==> src/rtl/axi_wr_router_nto1_if.sv <==
// Bundle of every master-side and slave-side bus signal of the N:1 AXI3
// write router. The "slave" modport is the router's own view; the "master"
// modport is the surrounding fabric that drives it (the N masters plus the
// downstream slave port).
interface axi_wr_router_nto1_if #(
  parameter int NUM_M  = 4,
  parameter int ADDR_W = 32,
  parameter int DATA_W = 32,
  parameter int ID_W   = 4
);
  localparam int SEL_W = $clog2(NUM_M);
  localparam int SID_W = ID_W + SEL_W;
  localparam int CTL_W = 18;
  localparam int AWP   = ADDR_W + ID_W + CTL_W;
  localparam int WP    = DATA_W + DATA_W/8 + 1;
  localparam int BP    = ID_W + 2;

  // master-facing side
  logic [NUM_M*AWP-1:0]            aw_m;
  logic [NUM_M-1:0]                awvalid_m;
  logic [NUM_M-1:0]                awready_m;
  logic [NUM_M*WP-1:0]             w_m;
  logic [NUM_M-1:0]                wvalid_m;
  logic [NUM_M-1:0]                wready_m;
  logic [NUM_M*BP-1:0]             b_m;
  logic [NUM_M-1:0]                bvalid_m;
  logic [NUM_M-1:0]                bready_m;

  // slave-facing side
  logic [ADDR_W+SID_W+CTL_W-1:0]   aw_s;
  logic                            awvalid_s;
  logic                            awready_s;
  logic [SID_W+WP-1:0]             w_s;
  logic                            wvalid_s;
  logic                            wready_s;
  logic [SID_W+1:0]                b_s;
  logic                            bvalid_s;
  logic                            bready_s;

  modport slave (
    input  aw_m, awvalid_m, w_m, wvalid_m, bready_m,
    output awready_m, wready_m, b_m, bvalid_m,
    output aw_s, awvalid_s, w_s, wvalid_s, bready_s,
    input  awready_s, wready_s, b_s, bvalid_s
  );

  modport master (
    output aw_m, awvalid_m, w_m, wvalid_m, bready_m,
    input  awready_m, wready_m, b_m, bvalid_m,
    input  aw_s, awvalid_s, w_s, wvalid_s, bready_s,
    output awready_s, wready_s, b_s, bvalid_s
  );
endinterface

==> src/rtl/axi_wr_router_nto1.sv <==
// N-master to 1-slave AXI3 write-path router.
// AW: round-robin arbitration, master index prepended to the ID, one
// registered AW held until the slave accepts it.
// W : steered from the master at the head of a write-order queue, so data
// beats follow AW grant order; one queue entry per accepted AW.
// B : demultiplexed on the master-index bits of the returned ID.
module axi_wr_router_nto1 #(
  parameter int NUM_M    = 4,
  parameter int ADDR_W   = 32,
  parameter int DATA_W   = 32,
  parameter int ID_W     = 4,
  parameter int WQ_DEPTH = 4
) (
  input  logic                 aclk,
  input  logic                 areset,
  axi_wr_router_nto1_if.slave  bus
);
  localparam int SEL_W  = $clog2(NUM_M);
  localparam int SID_W  = ID_W + SEL_W;
  localparam int CTL_W  = 18;
  localparam int AWP    = ADDR_W + ID_W + CTL_W;
  localparam int WP     = DATA_W + DATA_W/8 + 1;
  localparam int BP     = ID_W + 2;
  localparam int AWS_W  = ADDR_W + SID_W + CTL_W;
  localparam int QA_W   = $clog2(WQ_DEPTH);
  localparam logic [QA_W:0] QCNT_FULL = (QA_W+1)'(WQ_DEPTH);

  typedef enum logic {S_IDLE = 1'b0, S_HOLD = 1'b1} state_t;

  state_t               r_state, w_state_nxt;
  logic [SEL_W-1:0]     r_rr, w_rr_nxt;
  logic [SEL_W-1:0]     w_hi, w_lo, w_gnt;
  logic                 w_hi_vld, w_lo_vld, w_gnt_vld;
  logic [AWP-1:0]       w_aw_sel;
  logic [AWS_W-1:0]     r_aw_s;
  logic [NUM_M-1:0]     w_awready_m;

  logic                 w_push, w_pop, w_full, w_empty;
  logic [QA_W-1:0]      r_wr, r_rd;
  logic [QA_W:0]        r_cnt;
  logic [SID_W-1:0]     r_q [WQ_DEPTH];
  logic [SID_W-1:0]     w_head;
  logic [SEL_W-1:0]     w_h;
  logic [WP-1:0]        w_wsel;
  logic                 w_wvalid_h, w_wvalid_s;
  logic [NUM_M-1:0]     w_wready_m;

  logic [SEL_W-1:0]     w_bsel;
  logic [NUM_M-1:0]     w_bvalid_m;
  logic [NUM_M*BP-1:0]  w_b_m;
  logic                 w_bready_s;

  assign w_full  = (r_cnt == QCNT_FULL);
  assign w_empty = (r_cnt == '0);

  // Round-robin pick: lowest requester at/above the pointer, else lowest overall
  always_comb begin
    w_hi     = '0;
    w_hi_vld = 1'b0;
    w_lo     = '0;
    w_lo_vld = 1'b0;
    for (int k = NUM_M-1; k >= 0; k--) begin
      if (bus.awvalid_m[k]) begin
        w_lo     = SEL_W'(k);
        w_lo_vld = 1'b1;
        if (SEL_W'(k) >= r_rr) begin
          w_hi     = SEL_W'(k);
          w_hi_vld = 1'b1;
        end
      end
    end
    w_gnt     = w_hi_vld ? w_hi : w_lo;
    w_gnt_vld = w_lo_vld;
    w_aw_sel  = '0;
    for (int k = 0; k < NUM_M; k++) begin
      if (w_gnt == SEL_W'(k)) w_aw_sel = bus.aw_m[k*AWP +: AWP];
    end
  end

  // AW FSM next state: grant and push in IDLE, wait for slave accept in HOLD
  always_comb begin
    w_state_nxt = r_state;
    w_rr_nxt    = r_rr;
    w_push      = 1'b0;
    w_awready_m = '0;
    case (r_state)
      S_IDLE: begin
        if (w_gnt_vld && !w_full) begin
          w_push             = 1'b1;
          w_awready_m[w_gnt] = areset;
          w_rr_nxt           = (w_gnt == SEL_W'(NUM_M-1)) ? '0 : w_gnt + 1'b1;
          w_state_nxt        = S_HOLD;
        end
      end
      S_HOLD: begin
        if (bus.awready_s) w_state_nxt = S_IDLE;
      end
      default: w_state_nxt = S_IDLE;
    endcase
  end

  // AW FSM state, rr pointer and the registered slave AW
  always_ff @(posedge aclk) begin
    if (!areset) begin
      r_state <= S_IDLE;
      r_rr    <= '0;
      r_aw_s  <= '0;
    end else begin
      r_state <= w_state_nxt;
      r_rr    <= w_rr_nxt;
      if (w_push)
        r_aw_s <= {w_aw_sel[AWP-1 -: ADDR_W], w_gnt,
                   w_aw_sel[CTL_W +: ID_W], w_aw_sel[CTL_W-1:0]};
    end
  end

  // Write-order queue pointers and occupancy; push is refused when full
  always_ff @(posedge aclk) begin
    if (!areset) begin
      r_wr  <= '0;
      r_rd  <= '0;
      r_cnt <= '0;
    end else begin
      if (w_push) r_wr <= r_wr + 1'b1;
      if (w_pop)  r_rd <= r_rd + 1'b1;
      case ({w_push, w_pop})
        2'b10:   r_cnt <= r_cnt + 1'b1;
        2'b01:   r_cnt <= r_cnt - 1'b1;
        default: r_cnt <= r_cnt;
      endcase
    end
  end

  // Queue storage: {master index, master ID} of each granted AW
  always_ff @(posedge aclk) begin
    if (w_push) r_q[r_wr] <= {w_gnt, w_aw_sel[CTL_W +: ID_W]};
  end

  // W steering from the master at the queue head
  always_comb begin
    w_head     = r_q[r_rd];
    w_h        = w_head[SID_W-1:ID_W];
    w_wsel     = '0;
    w_wvalid_h = 1'b0;
    w_wready_m = '0;
    for (int k = 0; k < NUM_M; k++) begin
      if (w_h == SEL_W'(k)) begin
        w_wsel        = bus.w_m[k*WP +: WP];
        w_wvalid_h    = bus.wvalid_m[k];
        w_wready_m[k] = areset & ~w_empty & bus.wready_s;
      end
    end
    w_wvalid_s = areset & ~w_empty & w_wvalid_h;
    w_pop      = w_wvalid_s & bus.wready_s & w_wsel[0];
  end

  // B demux on the master-index bits; unknown index is sunk
  always_comb begin
    w_bsel     = bus.b_s[SID_W+1:ID_W+2];
    w_bvalid_m = '0;
    w_b_m      = '0;
    w_bready_s = areset;
    for (int k = 0; k < NUM_M; k++) begin
      if (w_bsel == SEL_W'(k)) begin
        w_bvalid_m[k]       = areset & bus.bvalid_s;
        w_b_m[k*BP +: BP]   = bus.b_s[ID_W+1:0];
        w_bready_s          = areset & bus.bready_m[k];
      end
    end
  end

  assign bus.awready_m = w_awready_m;
  assign bus.aw_s      = r_aw_s;
  assign bus.awvalid_s = (r_state == S_HOLD);
  assign bus.w_s       = {w_head, w_wsel};
  assign bus.wvalid_s  = w_wvalid_s;
  assign bus.wready_m  = w_wready_m;
  assign bus.b_m       = w_b_m;
  assign bus.bvalid_m  = w_bvalid_m;
  assign bus.bready_s  = w_bready_s;

endmodule

==> src/flat_wrapper.sv <==
// flat-port wrapper written by rule: the top's interface ports become plain ports
module axi_wr_router_nto1_flat 
#(
  parameter int NUM_M    = 4,
  parameter int ADDR_W   = 32,
  parameter int DATA_W   = 32,
  parameter int ID_W     = 4,
  parameter int WQ_DEPTH = 4
)
  (aclk, areset, bus_aw_m, bus_awvalid_m, bus_w_m, bus_wvalid_m, bus_bready_m, bus_awready_m, bus_wready_m, bus_b_m, bus_bvalid_m, bus_aw_s, bus_awvalid_s, bus_w_s, bus_wvalid_s, bus_bready_s, bus_awready_s, bus_wready_s, bus_b_s, bus_bvalid_s);
  axi_wr_router_nto1_if #(.NUM_M(NUM_M), .ADDR_W(ADDR_W), .DATA_W(DATA_W), .ID_W(ID_W)) bus_i ();
  input  logic aclk;
  input  logic areset;
  input wire logic [$bits(bus_i.aw_m)-1:0] bus_aw_m;
  input wire logic [$bits(bus_i.awvalid_m)-1:0] bus_awvalid_m;
  input wire logic [$bits(bus_i.w_m)-1:0] bus_w_m;
  input wire logic [$bits(bus_i.wvalid_m)-1:0] bus_wvalid_m;
  input wire logic [$bits(bus_i.bready_m)-1:0] bus_bready_m;
  output wire logic [$bits(bus_i.awready_m)-1:0] bus_awready_m;
  output wire logic [$bits(bus_i.wready_m)-1:0] bus_wready_m;
  output wire logic [$bits(bus_i.b_m)-1:0] bus_b_m;
  output wire logic [$bits(bus_i.bvalid_m)-1:0] bus_bvalid_m;
  output wire logic [$bits(bus_i.aw_s)-1:0] bus_aw_s;
  output wire logic [$bits(bus_i.awvalid_s)-1:0] bus_awvalid_s;
  output wire logic [$bits(bus_i.w_s)-1:0] bus_w_s;
  output wire logic [$bits(bus_i.wvalid_s)-1:0] bus_wvalid_s;
  output wire logic [$bits(bus_i.bready_s)-1:0] bus_bready_s;
  input wire logic [$bits(bus_i.awready_s)-1:0] bus_awready_s;
  input wire logic [$bits(bus_i.wready_s)-1:0] bus_wready_s;
  input wire logic [$bits(bus_i.b_s)-1:0] bus_b_s;
  input wire logic [$bits(bus_i.bvalid_s)-1:0] bus_bvalid_s;
  assign bus_i.aw_m = bus_aw_m;
  assign bus_i.awvalid_m = bus_awvalid_m;
  assign bus_i.w_m = bus_w_m;
  assign bus_i.wvalid_m = bus_wvalid_m;
  assign bus_i.bready_m = bus_bready_m;
  assign bus_awready_m = bus_i.awready_m;
  assign bus_wready_m = bus_i.wready_m;
  assign bus_b_m = bus_i.b_m;
  assign bus_bvalid_m = bus_i.bvalid_m;
  assign bus_aw_s = bus_i.aw_s;
  assign bus_awvalid_s = bus_i.awvalid_s;
  assign bus_w_s = bus_i.w_s;
  assign bus_wvalid_s = bus_i.wvalid_s;
  assign bus_bready_s = bus_i.bready_s;
  assign bus_i.awready_s = bus_awready_s;
  assign bus_i.wready_s = bus_wready_s;
  assign bus_i.b_s = bus_b_s;
  assign bus_i.bvalid_s = bus_bvalid_s;
  axi_wr_router_nto1 #(.NUM_M(NUM_M), .ADDR_W(ADDR_W), .DATA_W(DATA_W), .ID_W(ID_W), .WQ_DEPTH(WQ_DEPTH)) u_core (.aclk(aclk), .areset(areset), .bus(bus_i));
endmodule
==> config.mk <==
export PLATFORM = sky130hd
export DESIGN_NAME = axi_wr_router_nto1_flat
export DESIGN_NICKNAME = d
export VERILOG_FILES = /design/src/rtl/axi_wr_router_nto1_if.sv /design/src/rtl/axi_wr_router_nto1.sv /design/src/flat_wrapper.sv
export SDC_FILE = /design/constraint.sdc
export NUM_CORES = 1
export LEC_CHECK = 0
export BUFFER_PORTS_ARGS = -buffer_cell sky130_fd_sc_hd__buf_2
export CAP_MARGIN = 20
export CORE_AREA = 3 3 201 203
export CTS_BUF_LIST = sky130_fd_sc_hd__clkbuf_4
export CTS_CLUSTER_DIAMETER = 120
export DETAILED_ROUTE_END_ITERATION = 10
export DIE_AREA = 0 0 204 206
export HOLD_SLACK_MARGIN = 0.05
export PLACE_DENSITY = 0.48
export SLEW_MARGIN = 20
export SYNTH_ARGS = -nofsm -noshare
export SYNTH_HDL_FRONTEND = slang
export SYNTH_SLANG_ARGS = --single-unit
==> constraint.sdc <==
create_clock -name aclk -period 3.85 [get_ports aclk]
set_input_delay 0.1925 -clock aclk [delete_from_list [all_inputs] [get_ports aclk]]
set_output_delay 0.1925 -clock aclk [all_outputs]
set_load 0.03 [all_outputs]
==> impl_metrics.env, run 1 <==
export IMPL_avgSynthCellArea_sq_um=9.071
export IMPL_tritoncts="built"
export IMPL_required_ps=4260
export IMPL_clock_skew_ps=22.26
export IMPL_ys_types=38
export IMPL_drc=0
export IMPL_num_io_pins=527
export IMPL_grt_setup_unrepaired="no"
export IMPL_cts_reportedPaths_clkPinSlew_ps=160
export IMPL_power_leakage_nw=5.028
export IMPL_fin_crit_ps=3270
export IMPL_antenna_found_initial=7
export IMPL_cts_max_level=3
export IMPL_worstHoldStart="bus_aw_m[191]"
export IMPL_nets=1641
export IMPL_routabilityCongestion=0.8530
export IMPL_clock_latency_ps=490
export IMPL_chipWidth_um=204
export IMPL_setup_violations_final=0
export IMPL_place_hpwl_um=26280
export IMPL_grt_overflow=0
export IMPL_grt_max_degree=120
export IMPL_grt_pass1_vias=7716
export IMPL_area_growth_pct=57.26
export IMPL_critPathLaunchType="flip-flop"
export IMPL_cts_resized=0
export IMPL_max_clock_freq_ghz=0.3058
export IMPL_avgViaCountPerCell=4.396
export IMPL_final_hold_viol_count=0
export IMPL_dieArea_sq_um=42020
export IMPL_rrSetupSlack_ps=580
export IMPL_ys_warnings_count=0
export IMPL_grt_pass1_wl_um=46620
export IMPL_tightest_slew_ps=801.0
export IMPL_reg2reg_depth=12
export IMPL_clock_sinks=92
export IMPL_crit_fanout=8
export IMPL_min_period_over_period=0.8493
export IMPL_ys_seq_area_frac=0.3183
export IMPL_ant_nets=0
export IMPL_cts_max_path_buffers=2
export IMPL_tns_ps=0
export IMPL_cts_hold_buf=48
export IMPL_p_per_area_nw_per_um2=478.2
export IMPL_synth_seq_cells=92
export IMPL_n_fill_cell=4268
export IMPL_hold_end="u_core.bus.aw_s[31]$_SDFFE_PN0P_"
export IMPL_seq_area_sq_um=2082
export IMPL_coreArea_sq_um=38650
export IMPL_cts_root_buf="clkbuf_4"
export IMPL_place_worst_setup_slack_ps=638.2
export IMPL_hp_class="in2reg"
export IMPL_placed_cell_area_sq_um=9667
export IMPL_holdPathStages=4
export IMPL_max_vdd_ir_drop_v=0.0001448
export IMPL_slew_headroom=0.4660
export IMPL_wl_um=33080
export IMPL_fin_area_sq_um=10280
export IMPL_drv_cap=0
export IMPL_io_buffers=526
export IMPL_fin_ws_ps=580.2
export IMPL_status="completed"
export IMPL_syn_inst=721
export IMPL_firstDrtPassIters=4
export IMPL_drt_initial_drc_count=400
export IMPL_synth_area_sq_um=6540
export IMPL_critical_path_class="reg2reg"
export IMPL_row_count=72
export IMPL_initial_core_util=0.1692
export IMPL_finalMaxSlewViolations=0
export IMPL_grt_use_total=0.1461
export IMPL_wire_per_inst_um=18.72
export IMPL_die_height_um=206
export IMPL_multiInputGateArea_sq_um=4113
export IMPL_vias=7767
export IMPL_synth_net_count=1120
export IMPL_numCtsBuffers=9
export IMPL_final_layout_size_suffix_gt1_frac=0.4868
export IMPL_timing_rr_end="u_core.r_cnt[2]$_SDFFE_PN0P_"
export IMPL_cp_end_kind="flip-flop"
export IMPL_cts_setup_buffers=0
export IMPL_hold_slack_ps=101.7
export IMPL_arrival_ps=3680
[worst max-delay path, cell delays in order, from the launching register on]
cell	delay [ps]
dfxtp_1	580
mux2_4	350
o21ai_4	160
inv_2	120
mux2i_1	140
mux2i_1	250
and3_1	290
ha_1	210
inv_1	80
fa_1	430
xor2_1	150
or3_1	300
a21oi_1	140
[kinds of logic after synthesis]
logic type                 after synthesis  synth area share
AOI/OAI and AO/OA                      233            0.2460
DFF                                     92            0.3183
buffers and inverters                   91           0.05969
adders and majority gates               10           0.02028
muxes                                   53            0.1622
and+or+nand+nor                        239            0.1894
xor gates and xnor gates                 3          0.004018
[layout by cell type, fill, tap and decap left out, types with 3 or more instances in the layout]
| cell | n |
|---|---|
| buf_2 | 526 |
| nand2_1 | 112 |
| a21oi_1 | 112 |
| dfxtp_1 | 68 |
| nand3b_1 | 50 |
| o211ai_1 | 50 |
| o211a_1 | 50 |
| dlygate4sd3_1 | 48 |
| mux4_2 | 42 |
| edfxtp_1 | 24 |
| and2_1 | 23 |
| and3_1 | 15 |
| inv_1 | 11 |
| nor2_1 | 11 |
| buf_4 | 11 |
| mux2i_1 | 10 |
| nor2b_1 | 10 |
| nor3_1 | 10 |
| clkbuf_4 | 9 |
| a221oi_1 | 5 |
| ha_1 | 5 |
| a21o_1 | 4 |
| a211oi_1 | 4 |
| nand2b_1 | 3 |
| o21ai_0 | 3 |
| ha_4 | 3 |
| buf_12 | 3 |
[Yosys cell counts (all sizes together)]
| cell type | number | share of area |
|---|---|---|
| buf | 21 | 0.020 |
| mux2i | 10 | 0.015 |
| nor3 | 11 | 0.0084 |
| mux4 | 42 | 0.14 |
| o211ai | 50 | 0.057 |
| nor2 | 11 | 0.0063 |
| clkbuf | 57 | 0.033 |
| o211a | 50 | 0.077 |
| a221oi | 5 | 0.0067 |
| fa | 1 | 0.0031 |
| nand4 | 1 | 0.00096 |
| o21ai | 4 | 0.0048 |
| nand2 | 112 | 0.064 |
| xor2 | 2 | 0.0027 |
| o311a | 2 | 0.0031 |
| dfxtp | 68 | 0.21 |
| xnor2 | 1 | 0.0013 |
| o311ai | 1 | 0.0013 |
| ha | 9 | 0.017 |
| inv | 13 | 0.0075 |
| a211oi | 4 | 0.0046 |
| a21oi | 112 | 0.086 |
| and3 | 15 | 0.014 |
| nand3b | 50 | 0.057 |
| and2 | 23 | 0.022 |
| mux2 | 1 | 0.0023 |
| a22o | 1 | 0.0013 |
| nor4 | 1 | 0.00096 |
| nand2b | 3 | 0.0029 |
| and4 | 1 | 0.0013 |
| a21o | 4 | 0.0046 |
| nor2b | 10 | 0.0096 |
| edfxtp | 24 | 0.11 |
| or3 | 1 | 0.00096 |
[metrics by stage]
stage | utilization | power (W) | instances
6_report | 0.2661 | 0.004918 | 1767
5_1_grt | 0.2661 | 0.005278 | 1767
4_1_cts | 0.2660 | 0.005039 | 1765
3_5_place_dp | 0.2501 | 0.004391 | 1701
3_3_place_gp | 0.2501 | 0.004383 | 1701
2_1_floorplan | - | 0.003362 | 721
[report_power, final]
part	internal, W	switching [W]	total [W]
Clock	0.000149	0.000415	0.000564
Combinational	0.00115	0.00190	0.00305
Sequential	0.00120	0.0000992	0.00130
Total	0.00250	0.00242	0.00492
[per-layer routing]
| layer | wire, um | global-route usage | up-vias |
|---|---|---|---|
| met5 | 27 | 0 | - |
| met4 | 1303 | 0.06144 | 4 |
| met3 | 2599 | 0.03308 | 50 |
| met2 | 17740 | 0.2869 | 389 |
| met1 | 11410 | 0.1474 | 3592 |
| li1 | - | - | 3732 |
[worst max-delay path by stage]
| stage | start | to | slack, ps | cells past startpoint |
|---|---|---|---|---|
| 3_3_place_gp | flip-flop | u_core.r_cnt[2]$_SDFFE_PN0P_ | 700 | 9 |
| 2_1_floorplan | flip-flop | u_core.r_cnt[2]$_SDFFE_PN0P_ | 530 | 14 |
| 5_1_grt | u_core.r_rr[1]$_SDFFE_PN0P_ | bus_awready_m[0] | 310 | 9 |
| 4_1_cts | flip-flop | bus_w_s[32] | 500 | 7 |
| 3_5_place_dp | flip-flop | u_core.r_cnt[2]$_SDFFE_PN0P_ | 640 | 12 |
| 6_report | flip-flop | u_core.r_cnt[2]$_SDFFE_PN0P_ | 580 | 12 |
[final cells by class]
class,instances,area share
timing repair buffer,588,0.3165
antenna,2,0.0004866
multi-input combinational,538,0.3999
clock buffer,9,0.006569
tap,518,0.06302
clock inverter,7,0.006326
sequential,92,0.2024
inverter,13,0.004745
[state kept, by name (all words and copies together) (netlist names), named ones only]
signal	cells
u_core.r_cnt	3
u_core.r_q	24
u_core.r_wr	2
u_core.bus.awvalid_s	1
u_core.bus.aw_s	56
u_core.r_rd	2
u_core.r_rr	2
Power figures use the tool's default switching activity.
==> run 2, diff against run 1 <==
Settings changed: CORE_AREA 3 3 201 203 to 3 3 206 208, DIE_AREA 0 0 204 206 to 0 0 209 211.
Clock period 3.85 ns to 2.99 ns, I/O delays scaled along.
==> impl_metrics.env, run 2 (same netlist as run 1, synthesis figures left out) <==
export IMPL_placed_cell_area_sq_um=9808
export IMPL_n_fill_cell=4476
export IMPL_cts_root_buf="clkbuf_4"
export IMPL_coreArea_sq_um=40740
export IMPL_vias=7918
export IMPL_numCtsBuffers=9
export IMPL_place_worst_setup_slack_ps=115.4
export IMPL_hold_end="u_core.bus.aw_s[16]$_SDFFE_PN0P_"
export IMPL_cts_reportedPaths_clkPinSlew_ps=180
export IMPL_crit_fanout=8
export IMPL_wire_per_inst_um=18.09
export IMPL_dieArea_sq_um=44100
export IMPL_worstHoldStart="bus_aw_m[124]"
export IMPL_power_leakage_nw=5.220
export IMPL_drc=0
export IMPL_cp_end_kind="flip-flop"
export IMPL_grt_pass1_wl_um=47590
export IMPL_grt_overflow=0
export IMPL_min_period_over_period=0.9538
export IMPL_fin_crit_ps=2852
export IMPL_arrival_ps=3260
export IMPL_required_ps=3390
export IMPL_cts_max_path_buffers=2
export IMPL_grt_max_degree=120
export IMPL_largest_reg_flops=56
export IMPL_seq_area_sq_um=2085
export IMPL_io_buffers=526
export IMPL_row_count=74
export IMPL_avgViaCountPerCell=4.355
export IMPL_drt_initial_drc_count=397
export IMPL_cts_max_level=3
export IMPL_slew_headroom=0.4868
export IMPL_rrSetupSlack_ps=140
export IMPL_fin_ws_ps=138.0
export IMPL_tritoncts="built"
export IMPL_timing_rr_end="u_core.r_cnt[2]$_SDFFE_PN0P_"
export IMPL_hp_class="in2reg"
export IMPL_num_io_pins=527
export IMPL_max_clock_freq_ghz=0.3506
export IMPL_firstDrtPassIters=4
export IMPL_status="completed"
export IMPL_die_height_um=211
export IMPL_reg2reg_depth=12
export IMPL_grt_use_total=0.1406
export IMPL_p_per_area_nw_per_um2=619.6
export IMPL_chipWidth_um=209
export IMPL_critPathLaunchType="flip-flop"
export IMPL_wl_um=32890
export IMPL_clock_latency_ps=490
export IMPL_antenna_found_initial=4
export IMPL_clock_sinks=92
export IMPL_initial_core_util=0.1605
export IMPL_final_hold_viol_count=0
export IMPL_clock_skew_ps=29.02
export IMPL_hold_slack_ps=123.0
export IMPL_multiInputGateArea_sq_um=4159
export IMPL_finalMaxSlewViolations=0
export IMPL_final_common_cell="buf_2"
export IMPL_final_layout_size_suffix_gt1_frac=0.4891
export IMPL_tightest_slew_ps=769.8
export IMPL_nets=1676
export IMPL_grt_pass1_vias=7807
export IMPL_setup_violations_final=0
export IMPL_max_vdd_ir_drop_v=0.0002439
export IMPL_final_cell_mix="buf_2 (526), nand2_1 (112), a21oi_1 (111)"
export IMPL_drv_cap=0
export IMPL_ant_nets=0
export IMPL_place_hpwl_um=26540
export IMPL_holdPathStages=4
export IMPL_fin_area_sq_um=10780
export IMPL_critical_path_class="reg2reg"
export IMPL_routabilityCongestion=0.8685
export IMPL_area_growth_pct=64.76
==> run 2: per-stage QoR <==
step | utilization | instances | power, W | setup TNS (ps)
after floorplan | - | 721 | 0.004355 | 0
after global placement | 0.2408 | 1722 | 0.005701 | 0
after detailed placement | 0.2408 | 1722 | 0.005712 | 0
after CTS | 0.2625 | 1809 | 0.006778 | 0
after global routing | 0.2644 | 1816 | 0.007130 | -102.4
final | 0.2645 | 1818 | 0.006677 | 0
==> run 2: worst max-delay path by stage <==
stage	start	slack (ps)	cells after the start	endpoint
2_1_floorplan	flip-flop	30	14	u_core.r_cnt[2]$_SDFFE_PN0P_
3_3_place_gp	flip-flop	140	9	u_core.r_cnt[2]$_SDFFE_PN0P_
3_5_place_dp	flip-flop	120	12	u_core.r_cnt[2]$_SDFFE_PN0P_
4_1_cts	u_core.r_rr[0]$_SDFFE_PN0P_	20	12	u_core.bus.aw_s[53]$_SDFFE_PN0P_
5_1_grt	u_core.r_rr[0]$_SDFFE_PN0P_	-40	13	u_core.bus.aw_s[40]$_SDFFE_PN0P_
6_report	flip-flop	140	12	u_core.r_cnt[2]$_SDFFE_PN0P_
==> run 2: area by class of cell <==
type,count,share of cell area
sequential,92,0.1935
tap,532,0.06177
clock buffer,9,0.006270
clock inverter,7,0.009754
multi-input combinational,538,0.3860
timing repair buffer,623,0.3371
inverter,13,0.004761
antenna,4,0.0009289
==> run 2: timing repair <==
action | in CTS | in global routing
hold buffers | 71 | 0
endpoints found under the hold margin | 71 | 0
buffers inserted | 0 | 5
gates resized for setup | 1 | 8
endpoints found under the setup margin | 9 | 15
pin swaps | 0 | 3
==> run 2: layer usage <==
layer | up-vias | part of all wire | global-route usage
li1 | 3811 | - | -
met1 | 3702 | 0.36 | 0.1468
met2 | 365 | 0.54 | 0.2724
met3 | 38 | 0.066 | 0.02852
met4 | 2 | 0.039 | 0.05935
met5 | - | 0.00040 | 0
==> run 2: worst max-delay path, cell delays in order, from the launching register on <==
cell and delay [ps]:
dfxtp_2 390, mux2_4 320, o21ai_4 210, inv_4 90, mux2i_1 160, mux2i_4 180, and3_2 250, ha_4 150
inv_1 60, fa_2 380, xor2_1 150, or3_1 310, a21oi_1 140
==> run 2: power breakdown <==
group,total [W],switching (W),internal (W)
logic,0.00413,0.00249,0.00164
clock network,0.000871,0.000517,0.000354
registers,0.00167,0.000124,0.00155
